File: src/rtl/csk_pkg.sv
// csk_pkg: shared helpers and types for the pipelined carry-skip adder.
// Provides the stage-count function, the parameter legality check and the
// per-stage control payload (valid flag and carry into the next block).
package csk_pkg;

  // Number of pipeline stages: one per skip block.
  function automatic int csk_nstg(input int width, input int block);
    return width / block;
  endfunction

  // Operand width must be a whole, non-zero number of skip blocks.
  function automatic bit csk_params_ok(input int width, input int block);
    return (block > 0) && (width >= block) && ((width % block) == 0);
  endfunction

  // Control part of a stage register; the sum and operand slices travel beside it.
  typedef struct packed {
    logic valid;
    logic carry;
  } csk_ctl_t;

endpackage

File: src/rtl/csk_block.sv
// csk_block: combinational BLOCK-bit ripple adder with block-propagate detect
// and carry-skip mux. When every bit position propagates, the incoming carry
// bypasses the ripple chain; otherwise the ripple carry-out is used.
module csk_block #(
  parameter int BLOCK = 4
) (
  input  logic [BLOCK-1:0] a,
  input  logic [BLOCK-1:0] b,
  input  logic             c,
  output logic [BLOCK-1:0] sum,
  output logic             cout,
  output logic             p
);

  logic [BLOCK:0] rc;

  // Ripple the carry through the block, producing the sum bits.
  always_comb begin
    rc    = '0;
    sum   = '0;
    rc[0] = c;
    for (int i = 0; i < BLOCK; i++) begin
      sum[i]  = a[i] ^ b[i] ^ rc[i];
      rc[i+1] = (a[i] & b[i]) | ((a[i] ^ b[i]) & rc[i]);
    end
  end

  assign p    = &(a ^ b);
  assign cout = p ? c : rc[BLOCK];

endmodule

File: src/rtl/csk_adder_pipe.sv
// csk_adder_pipe: pipelined carry-skip adder/subtractor, one skip block per
// stage, valid/ready on both sides with full backpressure (all stages advance
// together or hold together).
// Optional feature: define CSK_OVF_EN to add the 'ovf' output (signed
// two's-complement overflow, registered alongside s).
module csk_adder_pipe
  import csk_pkg::*;
#(
  parameter int WIDTH = 16,
  parameter int BLOCK = 4
) (
  input  logic             clk,
  input  logic             rst_n,
  input  logic             in_valid,
  output logic             in_ready,
  input  logic [WIDTH-1:0] a,
  input  logic [WIDTH-1:0] b,
  input  logic             cin,
  input  logic             sub,
  output logic             out_valid,
  input  logic             out_ready,
  output logic [WIDTH:0]   s
`ifdef CSK_OVF_EN
  ,
  output logic             ovf
`endif
);

  localparam int NSTG = csk_nstg(WIDTH, BLOCK);

  if (!csk_params_ok(WIDTH, BLOCK)) begin : g_param_check
    $error("csk_adder_pipe: WIDTH must be a non-zero multiple of BLOCK");
  end

  // Stage inputs: stage 0 sees the ports, stage k sees register k-1.
  logic [WIDTH-1:0] in_a   [NSTG];
  logic [WIDTH-1:0] in_b   [NSTG];
  logic             in_c   [NSTG];
  logic [WIDTH-1:0] in_sum [NSTG];
  logic             in_v   [NSTG];

  // Block results and next-state sum words.
  logic [BLOCK-1:0] blk_sum  [NSTG];
  logic             blk_cout [NSTG];
  logic             blk_p    [NSTG];
  logic [WIDTH-1:0] sum_next [NSTG];

  // Stage registers: control, completed lower sum bits, skewed operands.
  csk_ctl_t         ctl_reg [NSTG];
  logic [WIDTH-1:0] sum_reg [NSTG];
  logic [WIDTH-1:0] opa_reg [NSTG];
  logic [WIDTH-1:0] opb_reg [NSTG];

  logic adv;

  assign out_valid = ctl_reg[NSTG-1].valid;
  assign s         = {ctl_reg[NSTG-1].carry, sum_reg[NSTG-1]};
  assign adv       = !out_valid || out_ready;
  assign in_ready  = adv;

  // Route each stage's inputs; subtraction inverts b and forces carry-in.
  always_comb begin
    in_a[0]   = a;
    in_b[0]   = sub ? ~b : b;
    in_c[0]   = sub | cin;
    in_sum[0] = '0;
    in_v[0]   = in_valid;
    for (int k = 1; k < NSTG; k++) begin
      in_a[k]   = opa_reg[k-1];
      in_b[k]   = opb_reg[k-1];
      in_c[k]   = ctl_reg[k-1].carry;
      in_sum[k] = sum_reg[k-1];
      in_v[k]   = ctl_reg[k-1].valid;
    end
  end

  for (genvar gi = 0; gi < NSTG; gi++) begin : g_stage
    csk_block #(
      .BLOCK (BLOCK)
    ) u_blk (
      .a    (in_a[gi][gi*BLOCK +: BLOCK]),
      .b    (in_b[gi][gi*BLOCK +: BLOCK]),
      .c    (in_c[gi]),
      .sum  (blk_sum[gi]),
      .cout (blk_cout[gi]),
      .p    (blk_p[gi])
    );
  end

  // Merge each block's sum into the partial result word it travels with.
  always_comb begin
    for (int k = 0; k < NSTG; k++) begin
      sum_next[k]                  = in_sum[k];
      sum_next[k][k*BLOCK +: BLOCK] = blk_sum[k];
    end
  end

  // Shift every stage together when the output can advance, hold otherwise.
  always_ff @(posedge clk or negedge rst_n) begin
    if (!rst_n) begin
      for (int k = 0; k < NSTG; k++) begin
        ctl_reg[k] <= '0;
        sum_reg[k] <= '0;
        opa_reg[k] <= '0;
        opb_reg[k] <= '0;
      end
    end else if (adv) begin
      for (int k = 0; k < NSTG; k++) begin
        ctl_reg[k] <= '{valid: in_v[k], carry: blk_cout[k]};
        sum_reg[k] <= sum_next[k];
        opa_reg[k] <= in_a[k];
        opb_reg[k] <= in_b[k];
      end
    end
  end

  // Signals with no consumer: block-propagate flags (already folded into the
  // skip mux) and operands leaving the final stage.
  logic unused_bits;
  always_comb begin
    unused_bits = ^{opa_reg[NSTG-1], opb_reg[NSTG-1]};
    for (int k = 0; k < NSTG; k++) begin
      unused_bits = unused_bits ^ blk_p[k];
    end
  end

`ifdef CSK_OVF_EN
  // Overflow = carry into MSB xor carry out of MSB, taken in the last stage.
  logic ovf_reg;
  logic ovf_next;

  assign ovf_next = in_a[NSTG-1][WIDTH-1] ^ in_b[NSTG-1][WIDTH-1]
                  ^ blk_sum[NSTG-1][BLOCK-1] ^ blk_cout[NSTG-1];

  // Register overflow in lockstep with the last stage's sum.
  always_ff @(posedge clk or negedge rst_n) begin
    if (!rst_n) begin
      ovf_reg <= 1'b0;
    end else if (adv) begin
      ovf_reg <= ovf_next;
    end
  end

  assign ovf = ovf_reg;
`endif

endmodule

File: config.mk
export PLATFORM = sky130hd
export DESIGN_NAME = csk_adder_pipe
export DESIGN_NICKNAME = d
export VERILOG_FILES = /design/src/rtl/csk_pkg.sv /design/src/rtl/csk_block.sv /design/src/rtl/csk_adder_pipe.sv
export SDC_FILE = /design/constraint.sdc
export NUM_CORES = 1
export LEC_CHECK = 0
export ABC_AREA = 1
export BUFFER_PORTS_ARGS = -buffer_cell sky130_fd_sc_hd__buf_2
export CAP_MARGIN = 5
export CORE_AREA = 2 2 104 106
export CTS_BUF_LIST = sky130_fd_sc_hd__clkbuf_2
export DETAILED_ROUTE_END_ITERATION = 6
export DIE_AREA = 0 0 106 108
export MAX_ROUTING_LAYER = met4
export PLACE_DENSITY_LB_ADDON = 0.15
export SLEW_MARGIN = 15
export SYNTH_ARGS = -nofsm -noshare
export SYNTH_HDL_FRONTEND = slang
export SYNTH_HIERARCHICAL = 1
export SYNTH_SLANG_ARGS = --single-unit
File: constraint.sdc
create_clock -name clk -period 2.18 [get_ports clk]
set_input_delay 0.436 -clock clk [delete_from_list [all_inputs] [get_ports clk]]
set_output_delay 0.436 -clock clk [all_outputs]
set_load 0.02 [all_outputs]
* Word-level counts from Yosys, hierarchy flattened
Cells that the tools add are included.
Cells by class: multiplexer cells 5, bitwise gates (word level) 86, reduce and logical (&&, ||, !) cells 6
Operators with widths (count):
- $and 1x1->1 | 32
- $xor 1x1->1 | 32
- $or 1x1->1 | 17
- $mux 16 | 1
- $not 16->16 | 1
- $reduce_and 4->1 | 4
- $xor 4x4->4 | 4
- $mux 1 | 4
- $logic_not 1->1 | 1
- $logic_or 1x1->1 | 1
Storage, ports and cells: bits in registers 144, input port bits 38, word-level logic and storage cells 115

* Depth between registers and ports, before layout
Gate-level depths: netlist (run 1).
depth after elaboration 12, gate-level depth with buffers 15

* Modules after synthesis
The synthesis (run 1) kept the hierarchy.
By module, submodules not included:
- csk_adder_pipe | instances 1, cells each 434, area an instance 3809.9 sq um
- csk_block | instances 4, cells each 24, area an instance 193.9 sq um

* Least setup slack after synthesis (run 1)
Ideal clock, no wire load.
kind in2reg, start point input sub, end point register sum_reg (netlist bit in_sum[35]), library setup time 0.083 ns, arrival 2.535 ns, data required time 2.097 ns, path slack -0.438 ns, stages 13, path buffers 2, path through buf_2 buf_2 xor2_1 inv_1 fa_1 inv_1 fa_1 fa_1 inv_1 fa_1 inv_1 nand2_1 o21ai_0
RTL lines:
- start: declaration | line csk_adder_pipe.sv:19 | input logic sub,
- end signal: indexed assignment | line csk_adder_pipe.sv:110 | sum_reg[k] <= sum_next[k];
- end: declaration | line csk_adder_pipe.sv:50 | logic [WIDTH-1:0] sum_reg [NSTG];

==> metrics.md, run 1 <==
| Metric | Value |
|---|---|
| Initial antenna violation count | 0 |
| Share of cells above drive strength 1 | 20.4% |
| Tot GR Track Use | 16.1% |
| Most frequent cells in the layout | 240 x nand2_1, 96 x dfrtp_1, 62 x inv_1, 55 x buf_2, 40 x o21ai_0 |
| Status | finished clean |
| Rel. slew slack | 71.9% |
| GPL Wtd Cong | 0.779 |
| Fmax | 482 MHz |
| Core footprint | 10200 um2 |
| Congestion Overflow GR | 0 |
| First-pass DRT Iterations | 5 |
| Max Cap Viol | 0 |
| Critical Path Sink Type | register |
| Max incr delay on CP | 0.45 ns |
| Crit-path max FO | 2 |
| Critical path arrival | 2.58 ns |
| Post-synth cell types | 15 |
| Nets | 669 |
| Rows | 37 |
| Via density | 4.41 |
| Synthesized net count | 600 |
| Worst Path Class, Setup | register to register |
| Worst Path Required | 2.69 ns |
| Final Max Slew Viols | 0 |
| WL final | 8030 um |
| Die H | 108 um |
| Fraction of registers with async set/reset | 100% |
| Non-Filler Instances | 740 |
| Crit share post-route | 95.1% |
| Later-pin clock latency in the skew report | 0.56 ns |
| Die Area | 11400 um2 |
| Clk root buf | clkbuf_2 |
| Number of global-route vias before repair | 3206 |
| DR vias | 3266 |
| RSZ-0062 raised after global routing | yes |
| Number of synthesized flops with an enable pin | 0 |
| Inserted Diodes | 0 |
| Layout fillers | 1011 |
| Main flop type after synthesis | dfrtp_1 |
| Residual DRC | 0 |
| H-Tree Depth | 3 |
| Crit-path cells | inv_2 -> fa_1 -> inv_1 -> fa_2 -> fa_2 -> inv_2 -> fa_1 -> inv_1 -> nand2_1 -> nand2_1 |
| Final ANT Viol Nets | 0 |
| Num ports | 57 |
| Largest net degree at the start of global routing | 95 |
| Synth warnings | 6 |
| Design Area, Final | 5270 um2 |
| Initial Util | 44.8% |
| Post-DP Area | 5060 um2 |
| CTS tree | yes |
| Die width | 106 um |
| Seq cells post-synth | 96 |
| Area Overhead vs Synth | 14.8% |
| Max VDD drop | 0.000748 V |
| DP HPWL | 5620 um |
| Number of buffers created by CTS | 9 |
| Commonest non-fill, non-tap cell in the layout | nand2_1 |
| Leak Pwr | 2.93 nW |
| Sequential area share after synthesis | 52.4% |
| Crit path time final | 2.07 ns |
| # setup viols final | 0 |
| CP Launch Type | register |
| Syn Area/Cell | 8.65 um2 |
| CTS max path bufs | 2 |
| Post-Syn Area | 4590 um2 |
| PortBufs | 56 |
| Placed cell count | 715 |
| Hold Vio Cnt, Final | 0 |
| First-pass GRT wire length | 14200 um |
| Min-delay worst type | input pin to register |
| Clock sink count | 96 |
| DRT iter0 DRCs | 108 |
| Clock slew at reported path FFs | 0.24 ns |
| Pwr Density | 1250 nW/um2 |
| Skew final | 0.0188 ns |
| Average routed wire per standard cell | 10.8 um |
| Gate Count Post-Synth | 530 |
| Measured slew at the worst slew-check pin | 0.422 ns |
| CP max-delay cell | dfrtp_1 |
[layer usage]
layer  global-route usage, %  wire length (um)
met1                    21.0              4090
met2                    24.7              3500
met3                    4.34               325
met4                    5.36               104
met5                       -                 0
[through the flow]
stage                     utilization, %  TNS (ns)  setup WS, ns  hold slack [ns]  total power, mW
final                               51.5         0         0.107           0.0600             6.60
after global routing                51.5   -0.0618       -0.0240          0.00101             7.34
after CTS                           50.8         0        0.0134          0.00120             6.60
after detailed placement            49.5    -0.785        -0.419            0.408             5.74
after global placement              49.5    -0.576        -0.351            0.404             5.66
after floorplan                        -    -0.482        -0.277            0.140             4.94
[repair_timing]
action,4_1_cts,5_1_grt
gates resized for setup,1,17
buffers inserted,1,5
pin swaps,0,3
endpoints found under the hold margin,30,2
hold buffers,1,2
setup endpoints to repair,2,5
[Yosys cell counts (4+ instances only)]
master,n,area [um2]
buf_2,7,35.0
fa_1,16,320
buf_4,11,82.6
nor2_2,5,31.3
dfrtp_1,96,2400
xor2_1,4,35.0
o21ai_0,41,205
inv_1,73,274
clkbuf_1,6,22.5
nand2_1,240,901
nand3_1,12,60.1
ha_1,16,200
[cells by family after synthesis]
logic type | after synthesis | synth area share, %
buf+inv | 98 | 9.11
flops | 96 | 52.4
simple gates | 259 | 21.9
xor+xnor | 4 | 0.764
fa+ha+maj | 32 | 11.4
compound gates | 41 | 4.47
[worst max-delay path, delay by kind of cell (launching register included)]
kind	cells	cell delay (ns)
adder cells (fa/ha/maj)	4	1.23
buffers and inverters	4	0.24
flip-flops	1	0.45
AND/OR/NAND/NOR	2	0.12
[layout make-up]
class	count	area, um2	share of cell area [%]
Tap cell	136	170	3.23
Timing Repair Buffer	82	510	9.69
Sequential cell	96	2400	45.6
Multi-Input combinational cell	336	1800	34.1
Inverter	74	278	5.27
Clock inverter	6	60.1	1.14
Clock buffer	10	50.0	0.950
[final timing paths]
kind                                  from   endpoint  slack (ns)  cells after the start
worst max-delay path              in_a[12]      s[15]        0.11                     10
worst min-delay path                 a[14]   in_a[46]        0.06                      3
worst max register to register    in_a[12]      s[15]        0.11                     10
worst min register to register  ctl_reg[3]  out_valid        0.49                      2
max in group asynchronous            rst_n   in_b[12]        1.20                      3
min in group asynchronous            rst_n       s[4]        0.31                      2
[power breakdown]
part           internal [mW]  total [mW]  switching [mW]
sequential              2.56        3.00           0.448
clock                  0.263       0.833           0.570
combinational           1.11        2.76            1.65
total                   3.93        6.60            2.67
Power figures use the tool's default switching activity.
==> inputs of run 2 (changes only) <==
--- a/config.mk
+++ b/config.mk
@@ -5,13 +5,13 @@
 export SDC_FILE = /design/constraint.sdc
 export NUM_CORES = 1
 export LEC_CHECK = 0
-export ABC_AREA = 1
 export BUFFER_PORTS_ARGS = -buffer_cell sky130_fd_sc_hd__buf_2
 export CAP_MARGIN = 5
-export CORE_AREA = 2 2 104 106
+export CORE_AREA = 2 2 105 107
 export CTS_BUF_LIST = sky130_fd_sc_hd__clkbuf_2
 export DETAILED_ROUTE_END_ITERATION = 6
-export DIE_AREA = 0 0 106 108
+export DIE_AREA = 0 0 107 109
+export GPL_ROUTABILITY_DRIVEN = 1
 export MAX_ROUTING_LAYER = met4
 export PLACE_DENSITY_LB_ADDON = 0.15
 export SLEW_MARGIN = 15
==> run 2 against run 1 <==
  * The run now ends with negative setup slack left
  * Synthesized area increased by 0.11%
  * Largest cell class unchanged
  * Final area up 0.33%
  * Highest routed layer unchanged
  * Critical endpoint is now in_sum[11]
  * Total power is 2.9% higher
==> metrics.md, run 2 <==
| Metric | Value |
|---|---|
| Status | finished with violations (was finished clean) |
| Failing checks | negative setup slack |
| Synthesized net count | 370 (was 600) |
| Internal power | 4.48 mW (was 3.93 mW) |
| Fin worst setup slack | -0.0261 ns (was 0.107 ns) |
| Layout fillers | 968 (was 1011) |
| Commonest non-fill, non-tap cell in the layout | dfrtp_1 (was nand2_1) |
| Pwr Density | 1290 nW/um2 (was 1250 nW/um2) |
| CP max-delay cell | fa_2 (was dfrtp_1) |
| Hold Path Origin | a[7] (was a[14]) |
| Largest net degree at the start of global routing | 54 (was 95) |
| Min-delay worst type | input pin to register (unchanged) |
| Gate Count Post-Synth | 300 (was 530) |
| Max Cap Viol | 0 (unchanged) |
| Non-Filler Instances | 522 (was 740) |
| Nets | 446 (was 669) |
| Average routed wire per standard cell | 13.4 um (was 10.8 um) |
| Crit share post-route | 101% (was 95.1%) |
| Rel. slew slack | 72.1% (was 71.9%) |
| DR vias | 2403 (was 3266) |
| Fmax | 453 MHz (was 482 MHz) |
| Sequential area share after synthesis | 52.3% (was 52.4%) |
| RSZ-0062 raised after global routing | yes (unchanged) |
| Top-count cell post-synth | dfrtp_1 (was nand2_1) |
| Seq cells post-synth | 96 (unchanged) |
| Congestion Overflow GR | 0 (unchanged) |
| Crit path time final | 2.21 ns (was 2.07 ns) |
| Initial Util | 43.3% (was 44.8%) |
| Die H | 109 um (was 108 um) |
| Largest cells by area after synthesis | dfrtp_1 52%, mux2_2 16%, mux2_4 9.2% (was dfrtp_1 52%, nand2_1 20%, fa_1 7.0%) |
| Final ANT Viol Nets | 0 (unchanged) |
| Placed cell count | 501 (was 715) |
| Fraction of registers with async set/reset | 100% (unchanged) |
| Leak Pwr | 2.56 nW (was 2.93 nW) |
| First-pass GRT wire length | 12000 um (was 14200 um) |
| # setup viols final | 1 (was 0) |
| Clock slew at reported path FFs | 0.24 ns (about the same) |
| P_sw | 2.31 mW (was 2.67 mW) |
| PortBufs | 56 (unchanged) |
| Residual DRC | 0 (unchanged) |
| Crit-path cells | inv_2 -> fa_2 -> inv_2 -> fa_2 -> fa_2 -> inv_2 -> fa_2 -> inv_2 -> mux2_2 (was inv_2 -> fa_1 -> inv_1 -> fa_2 -> fa_2 -> inv_2 -> fa_1 -> inv_1 -> nand2_1 -> nand2_1) |
| Worst Path Class, Setup | register to register (unchanged) |
| Number of synthesized flops with an enable pin | 0 (unchanged) |
| Post-synth top cells | 96 x dfrtp_1, 67 x mux2_2, 36 x inv_1, 28 x mux2_4 (was 240 x nand2_1, 96 x dfrtp_1, 73 x inv_1, 41 x o21ai_0) |
| Biggest area consumer among synthesized cells | dfrtp_1 (unchanged) |
| Syn Area/Cell | 15.3 um2 (was 8.65 um2) |
| Synth warnings | 6 (unchanged) |
| Number of global-route vias before repair | 2492 (was 3206) |
| Number of buffers created by CTS | 9 (unchanged) |
| Core footprint | 10600 um2 (was 10200 um2) |
| Critical path arrival | 2.67 ns (was 2.58 ns) |
| Max incr delay on CP | 0.52 ns (was 0.45 ns) |
| Sw Share | 34.0% (was 40.5%) |
| Hold Vio Cnt, Final | 0 (unchanged) |
| DP HPWL | 4910 um (was 5620 um) |
| Final Max Slew Viols | 0 (unchanged) |
| Synth top area share | 52.3% (was 52.4%) |
| Num ports | 57 (unchanged) |
| First-pass DRT Iterations | 2 (was 5) |
| Post-synth cell types | 15 (unchanged) |
| Reg2reg start | in_a[24] (was in_a[12]) |
| Post-Syn Area | 4590 um2 (about the same) |
| Initial antenna violation count | 1 (was 0) |
| Tot GR Track Use | 13.9% (was 16.1%) |
| Clk pwr share | 10.4% (was 12.6%) |
| Main flop type after synthesis | dfrtp_1 (unchanged) |
| CTS tree | yes (unchanged) |
| Via density | 4.60 (was 4.41) |
| Combinational share of power | 44.6% (was 41.9%) |
| Later-pin clock latency in the skew report | 0.55 ns (was 0.56 ns) |
| Sequential power share | 44.9% (was 45.5%) |
| Clk root buf | clkbuf_2 (unchanged) |
| CP Launch Type | register (unchanged) |
| Share of cells above drive strength 1 | 58.5% (was 20.4%) |
| Skew final | 0.0202 ns (was 0.0188 ns) |
| DRT iter0 DRCs | 50 (was 108) |
| GPL Wtd Cong | 0.743 (was 0.779) |
| Most frequent cells in the layout | 96 x dfrtp_1, 64 x mux2_2, 55 x buf_2, 31 x mux2_4, 20 x buf_4 (was 240 x nand2_1, 96 x dfrtp_1, 62 x inv_1, 55 x buf_2, 40 x o21ai_0) |
| Clock sink count | 96 (unchanged) |
| CTS max path bufs | 2 (unchanged) |
| Worst Path Required | 2.65 ns (was 2.69 ns) |
| WL final | 7000 um (was 8030 um) |
| Measured slew at the worst slew-check pin | 0.419 ns (was 0.422 ns) |
| Die width | 107 um (was 106 um) |
| Final Hold Slack | 0.0929 ns (was 0.0600 ns) |
| Setup crit start | in_a[24] (was in_a[12]) |
| H-Tree Depth | 3 (unchanged) |
| Area Overhead vs Synth | 15.1% (was 14.8%) |
| Critical Path Sink Type | register (unchanged) |
| Die Area | 11700 um2 (was 11400 um2) |
| Rows | 38 (was 37) |
| Crit-path max FO | 2 (unchanged) |
| Max VDD drop | 0.000460 V (was 0.000748 V) |
-- run 2: cell count changes in the layout (fill, tap and decap cells not counted), moves of 3 or more --
| cell | change |
|---|---|
| nand2_1 | -240 |
| mux2_2 | +64 |
| inv_1 | -44 |
| o21ai_0 | -40 |
| mux2_4 | +31 |
| nand3_1 | -12 |
| xor2_1 | +12 |
| inv_2 | +6 |
| and4_4 | +4 |
| nor2_2 | -4 |
| mux2i_1 | +3 |
-- run 2: power groups by stage --
| stage | clock (mW) | combinational, mW | sequential [mW] |
|---|---|---|---|
| 2_1_floorplan | 0 | 2.03 | 3.19 |
| 3_3_place_gp | 0 | 2.87 | 3.08 |
| 3_5_place_dp | 0 | 2.92 | 3.11 |
| 4_1_cts | 0.748 | 3.01 | 3.07 |
| 5_1_grt | 0.813 | 3.41 | 3.18 |
| 6_report | 0.710 | 3.03 | 3.05 |
-- run 2: stage by stage --
stage	TNS (ns)	worst slack, ns	area (um2)	util, %	power (mW)
final	-0.0261	-0.0261	5280	49.8	6.79
after global routing	-0.283	-0.104	5280	49.8	7.40
after CTS	-0.0188	-0.0188	5250	49.5	6.83
after detailed placement	-0.708	-0.371	5140	48.4	6.03
after global placement	-0.647	-0.360	5140	48.4	5.95
after floorplan	-0.833	-0.410	4630	-	5.22
-- run 2: cells by family after synthesis --
kind of cell | synth area share [%]
XOR/XNOR | 3.05
adder cells (fa/ha/maj) | 11.3
buffers and inverters | 5.26
AND/OR/NAND/NOR | 1.55
flip-flops | 52.3
multiplexers | 26.5
-- run 2: layout make-up --
class / instances / area (um2) / share of cell area [%]
timing repair buffer: 79 / 495 / 9.38
antenna: 1 / 2.50 / 0.0474
clock inverter: 5 / 23.8 / 0.450
inverter: 36 / 135 / 2.56
multi-input combinational: 154 / 1990 / 37.7
clock buffer: 11 / 55.1 / 1.04
tap: 140 / 175 / 3.32
sequential: 96 / 2400 / 45.5
-- run 2: metal layers --
layer	vias to the layer above	track usage, %	part of all wire, %
met5	-	-	0
met4	0	5.29	1.7
met3	8	4.12	4.2
met2	36	21.2	48
met1	1219	17.7	47
li1	1140	-	-
-- run 2: worst paths after layout --
kind                            cells after the start         end  slack [ns]
min in group asynchronous                           2  in_sum[18]        0.24
worst max-delay path                                9  in_sum[11]       -0.03
worst min register to register                      1   out_valid        0.50
worst min-delay path                                2    in_a[39]        0.09
max in group asynchronous                           3    in_a[37]        1.30
worst max register to register                      9  in_sum[11]       -0.03
-- run 2: timing repair --
action	in CTS	in global routing
hold buffers	1	0
hold endpoints to repair	63	0
pin swaps	2	1
buffers inserted	1	2
resized for setup	19	8
endpoints found under the setup margin	4	5
-- run 2: critical path: cells and delay by family (launching register included) --
family                     cells  cell delay (ns)
muxes                          1             0.25
buffers and inverters          4             0.18
adders and majority gates      4             1.28
DFF                            1             0.42
